`src/rtl/risc_uart_defs.sv`:
```
// Shared definitions for the risc out-bus UART transmitter.
// UART_TX_PARITY_EN adds an even-parity state to the frame.
package risc_uart_defs;

    localparam int BYTES_PER_WORD = 4;
    localparam int DATA_BITS      = 8;

`ifdef UART_TX_PARITY_EN
    typedef enum logic [2:0] {
        IDLE,
        START,
        DATA,
        PARITY,
        STOP
    } state_t;
`else
    typedef enum logic [2:0] {
        IDLE,
        START,
        DATA,
        STOP
    } state_t;
`endif

endpackage

```
`src/rtl/risc_out_fifo.sv`:
```
// Word FIFO between the risc out bus and the UART serializer.
// Extra pointer MSB distinguishes full from empty.
module risc_out_fifo
    import risc_uart_defs::*;
#(
    parameter int DEPTH = 4,
    parameter int W     = 32
) (
    input  logic         clk,
    input  logic         reset,
    input  logic         push,
    input  logic         pop,
    input  logic [W-1:0] wdata,
    output logic [W-1:0] rdata,
    output logic         full,
    output logic         empty
);

    localparam int AW = $clog2(DEPTH);

    logic [AW:0]  wptr;
    logic [AW:0]  rptr;
    logic [W-1:0] mem [DEPTH];
    logic         do_push;
    logic         do_pop;

    assign empty = (wptr == rptr);
    assign full  = (wptr[AW] != rptr[AW]) &&
                   (wptr[AW-1:0] == rptr[AW-1:0]);

    // A pop on the same edge frees the slot a full-FIFO push needs
    assign do_pop  = pop && !empty;
    assign do_push = push && (!full || do_pop);

    always_ff @(posedge clk or negedge reset) begin
        if (!reset) begin
            wptr <= '0;
            rptr <= '0;
        end else begin
            if (do_push) wptr <= wptr + 1'b1;
            if (do_pop)  rptr <= rptr + 1'b1;
        end
    end

    always_ff @(posedge clk) begin
        if (do_push) mem[wptr[AW-1:0]] <= wdata;
    end

    assign rdata = mem[rptr[AW-1:0]];

endmodule

```
`src/rtl/risc_out_uart_tx.sv`:
```
// Streams risc out-bus words off-chip, 4 bytes LSB first, 8N1 UART.
// Define UART_TX_PARITY_EN for an even-parity bit (11-bit frames).
module risc_out_uart_tx
    import risc_uart_defs::*;
#(
    parameter int DEPTH        = 4,
    parameter int CLKS_PER_BIT = 16
) (
    input  logic        clk,
    input  logic        reset,
    input  logic [31:0] out_data,
    input  logic        out_we,
    output logic        tx,
    output logic        busy,
    output logic        fifo_full,
    output logic        overflow
);

    localparam int BW = $clog2(CLKS_PER_BIT);

    state_t        state, n_state;
    logic [BW-1:0] baud, n_baud;
    logic [2:0]    bit_idx, n_bit;
    logic [1:0]    byte_idx, n_byte;
    logic [31:0]   shreg, n_shreg;
    logic [31:0]   rdata;
    logic          empty;
    logic          pop;
    logic          tx_next;
    logic          baud_end;
`ifdef UART_TX_PARITY_EN
    logic          par, n_par;
`endif

    risc_out_fifo #(
        .DEPTH (DEPTH),
        .W     (32)
    ) u_fifo (
        .clk   (clk),
        .reset (reset),
        .push  (out_we),
        .pop   (pop),
        .wdata (out_data),
        .rdata (rdata),
        .full  (fifo_full),
        .empty (empty)
    );

    assign baud_end = (baud == BW'(CLKS_PER_BIT - 1));
    assign busy     = (state != IDLE) || !empty;

    always_comb begin
        n_state = state;
        n_baud  = baud + 1'b1;
        n_bit   = bit_idx;
        n_byte  = byte_idx;
        n_shreg = shreg;
        pop     = 1'b0;
`ifdef UART_TX_PARITY_EN
        n_par   = par;
`endif
        unique case (state)
            IDLE: begin
                n_baud = '0;
                if (!empty) begin
                    pop     = 1'b1;
                    n_shreg = rdata;
                    n_byte  = '0;
                    n_state = START;
                end
            end
            START: begin
`ifdef UART_TX_PARITY_EN
                n_par = 1'b0;
`endif
                if (baud_end) begin
                    n_baud  = '0;
                    n_bit   = '0;
                    n_state = DATA;
                end
            end
            DATA: begin
                if (baud_end) begin
                    n_baud  = '0;
                    n_shreg = shreg >> 1;
`ifdef UART_TX_PARITY_EN
                    n_par   = par ^ shreg[0];
`endif
                    if (bit_idx == 3'(DATA_BITS - 1)) begin
`ifdef UART_TX_PARITY_EN
                        n_state = PARITY;
`else
                        n_state = STOP;
`endif
                    end else begin
                        n_bit = bit_idx + 1'b1;
                    end
                end
            end
`ifdef UART_TX_PARITY_EN
            PARITY: begin
                if (baud_end) begin
                    n_baud  = '0;
                    n_state = STOP;
                end
            end
`endif
            STOP: begin
                if (baud_end) begin
                    n_baud = '0;
                    if (byte_idx != 2'(BYTES_PER_WORD - 1)) begin
                        n_byte  = byte_idx + 1'b1;
                        n_state = START;
                    end else begin
                        n_state = IDLE;
                    end
                end
            end
            default: n_state = IDLE;
        endcase
    end

    // tx is registered from the next state so it changes with the state
    always_comb begin
        tx_next = 1'b1;
        unique case (n_state)
            START:   tx_next = 1'b0;
            DATA:    tx_next = n_shreg[0];
`ifdef UART_TX_PARITY_EN
            PARITY:  tx_next = n_par;
`endif
            default: tx_next = 1'b1;
        endcase
    end

    always_ff @(posedge clk or negedge reset) begin
        if (!reset) begin
            state    <= IDLE;
            baud     <= '0;
            bit_idx  <= '0;
            byte_idx <= '0;
            shreg    <= '0;
            tx       <= 1'b1;
            overflow <= 1'b0;
`ifdef UART_TX_PARITY_EN
            par      <= 1'b0;
`endif
        end else begin
            state    <= n_state;
            baud     <= n_baud;
            bit_idx  <= n_bit;
            byte_idx <= n_byte;
            shreg    <= n_shreg;
            tx       <= tx_next;
            if (out_we && fifo_full && !pop) overflow <= 1'b1;
`ifdef UART_TX_PARITY_EN
            par      <= n_par;
`endif
        end
    end

endmodule

```
`config.mk`:
```
export PLATFORM = sky130hd
export DESIGN_NAME = risc_out_uart_tx
export DESIGN_NICKNAME = d
export VERILOG_FILES = /design/src/rtl/risc_uart_defs.sv /design/src/rtl/risc_out_fifo.sv /design/src/rtl/risc_out_uart_tx.sv
export SDC_FILE = /design/constraint.sdc
export NUM_CORES = 1
export LEC_CHECK = 0
export ABC_AREA = 1
export BUFFER_PORTS_ARGS = -buffer_cell sky130_fd_sc_hd__buf_2
export CAP_MARGIN = 20
export CORE_ASPECT_RATIO = 1.75
export CORE_MARGIN = 2
export CORE_UTILIZATION = 27
export CTS_CLUSTER_DIAMETER = 120
export CTS_CLUSTER_SIZE = 25
export DETAILED_ROUTE_END_ITERATION = 7
export GPL_TIMING_DRIVEN = 0
export PLACE_DENSITY = 0.45
export RECOVER_POWER = 25
export SLEW_MARGIN = 20
export SYNTH_ARGS = -nofsm -noshare
export SYNTH_HDL_FRONTEND = slang
export SYNTH_SLANG_ARGS = --single-unit
```
`constraint.sdc`:
```
create_clock -name clk -period 3.5 [get_ports clk]
set_clock_uncertainty 0.1 [all_clocks]
set_input_delay 0.35 -clock clk [delete_from_list [all_inputs] [get_ports clk]]
set_output_delay 0.35 -clock clk [all_outputs]
set_load 0.02 [all_outputs]
```
**Word-level counts from Yosys, hierarchy flattened**

Memories as Yosys holds them, arrays and structs flattened.
Index checks and enable logic that the tools add are counted.

- Memories: 1
- Bits of input ports: 35
- Memory bits (writable): 128
- Register bits after elaboration: 52
- Output and inout bits: 4

- Mux-type cells: 25
- $add $sub $neg: 5
- Reductions and logical operators: 19
- Eq/ne operators: 17

Memories:

| memory | depth | width | read ports | clocked after Yosys merged registers in | write ports | line | text |
|---|---|---|---|---|---|---|---|
| u_fifo.mem | 4 | 32 | 1 | 0 | 1 | risc_out_fifo.sv:23 | `logic [W-1:0] mem [DEPTH];` |

Operators by type and width:

| kind | number |
|---|---|
| 32-bit two-way mux | 2 |
| 32-bit one-hot mux with 2 select lines | 1 |
| 3-bit two-way mux | 8 |
| 2-bit inequality test, second input constant | 7 |
| 3-bit one-hot mux with 4 select lines | 1 |
| 3-bit by 1-bit adder with 3-bit output, second input constant | 3 |
| 3-bit by 2-bit == test with 1-bit output, second input constant | 3 |
| 4-bit one-hot mux with 2 select lines | 1 |
| 4-bit AND reduction | 2 |
| 3-bit by 1-bit == test with 1-bit output, second input constant | 2 |
| 2-bit two-way mux | 3 |
| 3-bit one-hot mux with 2 select lines | 1 |
| 2-bit nonzero test | 3 |
| 1-bit logical AND | 5 |
| 1-bit two-way mux | 5 |
| 4-bit by 1-bit adder with 4-bit output, second input constant | 1 |
| 4-bit == test, second input constant | 1 |
| 4-bit two-way mux | 1 |
| 2-bit one-hot mux with 2 select lines | 1 |
| 3-bit == test | 1 |
| 3-bit == test, second input constant | 1 |
| 1-bit logical NOT | 3 |
| 3-bit logical NOT | 1 |
| 3-bit AND reduction | 1 |
| other kinds (7) | 8 |

**Longest topological paths before layout**

Gate-level depths: netlist (run 1).

- Depth in word-level cells: 8
- Depth in mapped cells: 11

**Modules after synthesis**

From an unflattened synthesis (run 1), not the netlist that was laid out.

- Cell total of the unflattened synthesis: 609
- Area, all modules: 7,377.1 µm²

By module, submodules not included:

| module | times used | cells each | area an instance (µm²) |
|---|---|---|---|
| risc_out_fifo | 1 | 370 | 5,172.5 |
| risc_out_uart_tx | 1 | 239 | 2,204.6 |

**Worst setup path before layout (run 1)**

No wires, ideal clock.

- Path type: reg2reg
- Start: register u_fifo.wptr[0]
- End: memory u_fifo.mem[3][0], enable pin
- Arrival time: 2,416 ps
- Path slack: 562 ps
- Cell stages (with the launch flop): 9
- Required time: 2,978 ps
- Path buffers: 0
- Cells stage by stage: dfrtp_1 > inv_1 > nand2_1 > nand2_1 > nand2_1 > nor2_1 > nand2_1 > nand2_2 > nor2_1

- Elaborated cells between the ends (all ways): 12
- Those cells by class: 2 x eq/ne; 4 x mux; 6 x reduce/logical

RTL lines:

| what | line | text |
|---|---|---|
| from (decl) | risc_out_fifo.sv:21 | `logic [AW:0] wptr;` |
| from (signal assigned) | risc_out_fifo.sv:40 | `if (do_push) wptr <= wptr + 1'b1;` |
| 2-bit == test | risc_out_fifo.sv:29 | `(wptr[AW-1:0] == rptr[AW-1:0]);` |
| 1-bit logical AND | risc_out_fifo.sv:28 | `assign full = (wptr[AW] != rptr[AW]) &&` |
| net fifo_full | risc_out_uart_tx.sv:15 | `output logic fifo_full,` |
| 1-bit logical NOT | risc_out_fifo.sv:33 | `assign do_push = push && (!full \|\| do_pop);` |
| 1-bit logical OR | risc_out_fifo.sv:33 |  |
| 1-bit logical AND | risc_out_fifo.sv:33 |  |
| 1-bit two-way mux | risc_out_fifo.sv:46 | `if (do_push) mem[wptr[AW-1:0]] <= wdata;` |
| 1-bit two-way mux (implied by the code) | risc_out_fifo.sv:46 |  |
| to (decl) | risc_out_fifo.sv:23 |  |

The timed path passes the listed nets, and every way through them passes these cells.

**Final worst setup path (run 1)**

- Start: register u_fifo.rptr[1]
- End: memory u_fifo.mem[3][18], enable pin

- Longest elaborated chain between the ends: 8
- Elaborated cells between the ends (all ways): 12
- Those cells by class: 2 x eq/ne; 4 x mux; 6 x reduce/logical

RTL lines:

| what | line | text |
|---|---|---|
| from (decl) | risc_out_fifo.sv:22 | `logic [AW:0] rptr;` |
| from (signal assigned) | risc_out_fifo.sv:41 | `if (do_pop) rptr <= rptr + 1'b1;` |
| 3-bit == test | risc_out_fifo.sv:27 | `assign empty = (wptr == rptr);` |
| 1-bit two-way mux | risc_out_uart_tx.sv:65 | `if (!empty) begin` |
| 1-bit two-way mux | risc_out_uart_tx.sv:62 | `unique case (state)` |
| 1-bit logical AND | risc_out_fifo.sv:32 | `assign do_pop = pop && !empty;` |
| 1-bit logical OR * | risc_out_fifo.sv:33 |  |
| 1-bit logical AND * | risc_out_fifo.sv:33 |  |
| 1-bit two-way mux * | risc_out_fifo.sv:46 |  |
| 1-bit two-way mux (implied by the code) * | risc_out_fifo.sv:46 |  |

Mark *: on every way between the ends. The rest lies on a longest branch, timed or not.

==> impl_metrics.csv, run 1 <==
group,metric,value,unit
status,status,"finished clean",
logic_synthesis,syn_nets,657,
worst_hold_path,whs_endpoint,"u_fifo.mem[3][19]",
clocking,cts_made_buffers,17,
clocking,ctsResizeCount,0,
route,highest_layer,"met4",
route,wl_met1,6830,um
placed_design,dp.cells,981,
pwr,p_per_area,827,nW/um2
layout,diodes,0,
critical_path,cp_data_required_time,3.53,ns
timing,worst_pin_slew,0.738,ns
placed_design,gp_congestion,0.753,
die,start_util,27.5,%
layout,fin_cells,1014,
die,rows,79,
clocking,clockRootBuffer,"clkbuf_16",
route,drt_iter0_markers,237,
timing,slew_viol_final,0,
global_routing,grt_pass1_wl,27100,um
die,die_w,128,um
global_routing,grt_pass1_vias,4911,
die,dieArea,28500,um2
critical_path,cp.arrival,2.54,ns
clocking,htreeDepth,4,
layout,synthToLayoutAreaGrowth,18.3,%
logic_synthesis,synth_area_per_cell,11.9,um2
route,num_vias,4693,
layout,drive_above_1_share,14.3,%
critical_path,max_stage_delay,0.57,ns
critical_path,cp_slowest_cell,"nor2_4",
clocking,cts_sinks,180,
timing,slew_headroom,50.8,%
logic_synthesis,synth_edf_count,128,
timing,holdWs,0.0427,ns
global_routing,grt-ovfl-total,0,
route,wl_per_cell,16.9,um
logic_synthesis,synth.distinct_cells,36,
global_routing,grt_max_degree,53,
clocking,tritoncts,"done",
timing,rsz0062_at_grt,"false",
layout,nNetsFinal,721,
placed_design,port_buffers,38,
logic_synthesis,synth_warnings,0,
layout,finalInstanceArea,8650,um2
worst_hold_path,min_from,"out_data[19]",
clocking,clk_pin_slew,0.06,ns
layout,fill_cells,2602,
route,drc,0,
logic_synthesis,ys_ff_latch,180,
critical_path,crit_fanout,17,
logic_synthesis,synth_async_sr_flop_share,28.9,%
global_routing,grtUsageTotal,12.7,%
critical_path,critical_path_class,"reg -> reg",
pwr,p_leak,0.00323,uW
die,io_pins,39,
critical_path,cp_num_buf_inv,2,
pwr,peakVddDrop,369,uV
clocking,clockBufferDepth,2,
route,routed_wl,17100,um
job,maxCapViolations,0,
critical_path,rr_endpoint,"u_fifo.mem[3][18]",
worst_hold_path,worstHoldPathCells,1,
die,core,26600,um2
route,wl_met2,9610,um
timing,fin_crit_sh,71.7,%
layout,multi_input_area,1940,um2
pwr,total_power,7150,uW
timing,finalHoldViolCount,0,
clocking,post_cts_buffers,0,
critical_path,r2r-start,"u_fifo.rptr[1]",
global_routing,antenna_found_initial,0,
critical_path,path_cells,"inv_2 -> nand2_2 -> nand2_4 -> nand2_1 -> nor2_1 -> nand2_1 -> nand2_2 -> nor2_4 -> buf_12",
critical_path,cpLargestDelayFamily,"simple AND/OR/NAND/NOR gates",
layout,fin_util,32.5,%
route,wl_met3,365,um
layout,regArea,5150,um2
placed_design,dp_hpwl,11700,um
route,firstDrtPassIters,4,
worst_hold_path,hold_path_class,"in -> reg",
route,routed_via_density,4.63,
logic_synthesis,synth_ff_type,"edfxtp_1",
clocking,clkLatencyLatePin,0.43,ns
clocking,cts_hold_buf,1,
timing,timing.fmax,399,MHz
critical_path,reg2reg_slack,0.99,ns
critical_path,start_kind,"flip-flop",
logic_synthesis,syn_inst,613,
critical_path,reg2regPathDepth,9,
route,ant_nets,0,
logic_synthesis,seq_area_frac_synth,70.4,%
timing,post-route-min-period,2.51,ns
critical_path,endpoint_kind,"flip-flop",
die,die_height,222,um
logic_synthesis,synth_area,7310,um2
placed_design,post_dp_cell_area,8080,um2
timing,setup_viol,0,
## flip-flops by register name (all words and copies together), names as in the netlist, 2 cells and up
register and cells:
byte_idx 2, u_fifo.rptr 3, shreg 32, u_fifo.wptr 3, baud 4, state 3
bit_idx 3, u_fifo.mem 128
## how the worst max path moves through the flow
stage,cells past startpoint,start,to
2_1_floorplan,8,u_fifo.wptr[0],u_fifo.mem[3][0]
6_report,9,u_fifo.rptr[1],u_fifo.mem[3][18]
4_1_cts,9,u_fifo.rptr[1],u_fifo.mem[3][18]
5_1_grt,9,u_fifo.rptr[1],u_fifo.mem[2][12]
3_5_place_dp,9,u_fifo.rptr[1],u_fifo.mem[3][18]
3_3_place_gp,8,u_fifo.rptr[1],u_fifo.mem[3][16]
## cell usage after synthesis (all sizes together), types with 9 or more instances
| cell | n | area share, % |
|---|---|---|
| o22ai | 30 | 2.6 |
| nor2 | 77 | 4.1 |
| edfxtp | 128 | 53 |
| clkbuf | 17 | 0.87 |
| inv | 26 | 1.3 |
| o21ai | 71 | 4.9 |
| ha | 9 | 1.5 |
| buf | 13 | 1.2 |
| nand2 | 127 | 7.2 |
| dfrtp | 51 | 17 |
| nand3 | 39 | 3.6 |
## report_power, final
group	internal (uW)	switching [uW]
clock network	1140	762
logic	692	1470
registers	2870	225
## stage by stage
step	setup TNS, ns	worst slack [ns]
global route	0	0.786
global placement	-136.65	-1.26
detailed placement	0	0.893
CTS	0	0.884
floorplan	0	0.562
finish	0	0.992
## kinds of logic (layout without fill, tap and decap cells)
kind of cell,Yosys count,in the layout,share of synthesized area [%]
compound gates,112,112,8.46
xor+xnor,4,4,0.479
fa+ha+maj,9,9,1.54
buf+inv,56,133,3.41
flops,180,180,70.4
mux,1,1,0.137
other cells,1,1,0.0513
simple gates,250,250,15.5
## final cells by class
cell class,instances,share of cell area [%]
flip-flops and latches,180,59.5
multi-input cells,377,22.5
clock buffers,22,5.25
well taps,324,4.69
repair buffers,45,3.65
plain buffers,30,1.75
clock inverters,10,1.55
inverters,26,1.13
## metal layers
layer	GRT usage, %	vias to the layer above
li1	-	2264
met1	13.6	2356
met2	24.0	57
met3	2.58	16
met4	4.68	0
met5	0	-
## cell usage in the layout, fill, tap and decap left out, drive strengths merged, types with 2 or more instances in the layout
master / n
buf: 33
clkinv: 4
nand3: 39
o211ai: 4
bufinv: 3
nand4: 4
xor2: 4
clkinvlp: 3
nor2: 77
or2: 2
o21ai: 71
edfxtp: 128
a21oi: 4
ha: 9
clkbuf: 63
dfrtp: 51
inv: 26
nand2: 127
o22ai: 30
No activity file was read; power rests on OpenSTA's default activity.
==> run 2, diff against run 1 <==
ABC_AREA = 0   (was 1)
PLACE_DENSITY = 0.46   (was 0.45)
clock period = 2.29 ns   (was 3.5 ns; I/O delays follow)
==> impl_metrics.csv, run 2 <==
group,metric,value,unit
die,start_util,27.4,%
timing,finalHoldViolCount,0,
logic_synthesis,synth-simple-area-share,3.01,%
critical_path,cp_num_buf_inv,2,
clocking,tritoncts,"done",
global_routing,grt-ovfl-total,0,
critical_path,cpLargestDelayFamily,"buffers and inverters",
logic_synthesis,synth_warnings,0,
logic_synthesis,synth.area.mux_share,10.6,%
critical_path,cp_slowest_cell,"mux4_2",
route,firstDrtPassIters,4,
logic_synthesis,ys_ff_latch,180,
timing,worst_pin_slew,0.716,ns
route,drc,0,
layout,nNetsFinal,524,
logic_synthesis,synth_area_leaders,"edfxtp_1 54%, dfrtp_1 18%, mux4_2 10%, a22o_1 4.4%, a21o_1 3.2%",
layout,final_common_cell,"edfxtp_1",
critical_path,reg2regPathDepth,5,
global_routing,grt_pass1_wl,24000,um
global_routing,grt_max_degree,53,
layout,fill_cells,2510,
critical_path,reg2reg_slack,0.11,ns
die,dieArea,27700,um2
placed_design,port_buffers,38,
job,maxCapViolations,0,
logic_synthesis,synth_area,7110,um2
route,num_vias,3799,
clocking,clockRootBuffer,"clkbuf_16",
logic_synthesis,synth_async_sr_flop_share,28.9,%
logic_synthesis,syn_nets,423,
die,die_height,219,um
layout,final_cell_mix,"128 x edfxtp_1, 51 x dfrtp_1, 36 x a22o_1",
logic_synthesis,synth_commonest_cells,"128 x edfxtp_1, 51 x dfrtp_1, 36 x a22o_1",
layout,regArea,5150,um2
timing,slew_viol_final,0,
critical_path,critical_path_class,"reg -> reg",
pwr,p_per_area,1260,nW/um2
logic_synthesis,synth_top_cell_by_area,"edfxtp_1",
logic_synthesis,synth_top_family_by_area,"multiplexers",
timing,slew_headroom,52.3,%
clocking,cts_sinks,180,
route,routed_via_density,4.67,
critical_path,rr_endpoint,"shreg[29]",
route,wl_per_cell,18.8,um
logic_synthesis,synth_top_area_share,54.0,%
die,die_w,127,um
critical_path,startpoint,"u_fifo.rptr[0]",
logic_synthesis,synth-compound-area-share,9.43,%
timing,post-route-min-period,2.18,ns
logic_synthesis,synth_edf_count,128,
status,status,"finished clean",
layout,finalInstanceArea,8780,um2
placed_design,dp_hpwl,9190,um
layout,fin_util,33.8,%
critical_path,endpoint_kind,"flip-flop",
layout,diodes,0,
logic_synthesis,seq_area_frac_synth,72.4,%
route,routed_wl,15300,um
critical_path,cp.arrival,2.40,ns
pwr,total_power,11100,uW
pwr,peakVddDrop,597,uV
placed_design,gp_congestion,0.712,
die,io_pins,39,
logic_synthesis,synth_ff_type,"edfxtp_1",
worst_hold_path,hold_path_class,"in -> async",
critical_path,r2r-start,"u_fifo.rptr[0]",
timing,fin_crit_sh,95.0,%
logic_synthesis,syn_inst,379,
global_routing,grt_pass1_vias,4140,
clocking,clockBufferDepth,2,
clocking,cts_made_buffers,17,
critical_path,cp_common_cell,"buf_2",
critical_path,max_stage_delay,0.59,ns
layout,drive_above_1_share,24.5,%
critical_path,crit_fanout,10,
global_routing,antenna_found_initial,0,
route,ant_nets,0,
clocking,clk_pin_slew,0.07,ns
layout,multi_input_area,1940,um2
critical_path,path_cells,"buf_2 -> buf_2 -> mux4_2 -> a22o_1 -> a21o_1",
logic_synthesis,synthAdderAreaFrac,1.58,%
route,drt_iter0_markers,213,
placed_design,post_dp_cell_area,7710,um2
pwr,p_leak,0.00334,uW
die,core,26000,um2
critical_path,start_kind,"flip-flop",
die,rows,78,
clocking,htreeDepth,4,
logic_synthesis,synth_xor_area_share,1.48,%
clocking,clkLatencyLatePin,0.43,ns
timing,setup_viol,0,
layout,largest_reg_flops,128,
layout,synthToLayoutAreaGrowth,23.5,%
critical_path,cp_data_required_time,2.52,ns
global_routing,grtUsageTotal,11.8,%
timing,rsz0062_at_grt,"true",
logic_synthesis,synth.distinct_cells,42,
logic_synthesis,synth_area_per_cell,18.8,um2
logic_synthesis,yosysMostFrequentCell,"edfxtp_1",
timing,timing.fmax,459,MHz
==> run 2: final cells by class <==
| type | instances | area share, % |
|---|---|---|
| tap | 320 | 4.56 |
| clock buffer | 17 | 4.84 |
| clock inverter | 15 | 2.25 |
| sequential | 180 | 58.6 |
| timing repair buffer | 77 | 6.47 |
| buffer | 20 | 1.07 |
| multi-input combinational | 181 | 22.1 |
| inverter | 3 | 0.128 |
==> run 2: timing repair <==
item,CTS,global route
hold endpoints to repair,180,0
buffers inserted,1,4
pin swaps,5,4
gates resized for setup,10,1
setup endpoints to repair,129,123
hold buffers,34,0
gates cloned,5,0
==> run 2: metrics by stage <==
stage          hold WS, ns  instances  TNS, ns  setup slack (ns)
2_1_floorplan       -0.167        379        0             0.138
3_3_place_gp         0.339        737   -48.59            -0.468
3_5_place_dp         0.235        737   -52.08            -0.510
4_1_cts              0.305        809        0           0.00429
5_1_grt              0.364        813   -0.220           -0.0312
6_report             0.290        813        0             0.114
==> run 2: worst reg2reg max path: stages (launching register included) <==
cell and delay (ns):
dfrtp_1 0.35, buf_2 0.27, buf_2 0.41, mux4_2 0.60, a22o_1 0.20, a21o_1 0.15
==> run 2: kinds of logic after synthesis <==
logic type / count (synthesis)
XOR/XNOR: 12
buffers and inverters: 23
AO/OA/AOI/OAI: 81
adder cells (fa/ha/maj): 9
other: 1
flip-flops: 180
multiplexers: 35
AND/OR/NAND/NOR: 38
==> run 2: where the power goes <==
group	switching (uW)	internal [uW]
Combinational	1740	1500
Sequential	358	4420
Clock	1300	1750
Total	3400	7680
==> run 2: how the worst max path moves through the flow <==
stage	end	slack, ns	cells after the start
floorplan	u_fifo.mem[0][0]	0.14	4
global placement	u_fifo.mem[2][9]	-0.47	4
detailed placement	u_fifo.mem[1][10]	-0.51	4
CTS	u_fifo.mem[2][0]	0.004	3
global route	shreg[2]	-0.03	5
finish	shreg[29]	0.11	5
==> run 2: routing by layer <==
layer	track usage (%)	part of all wire (%)	vias up
li1	-	-	1730
met1	12.9	40	2001
met2	22.1	56	51
met3	2.55	2.5	17
met4	4.47	1.6	0
met5	0	0	-
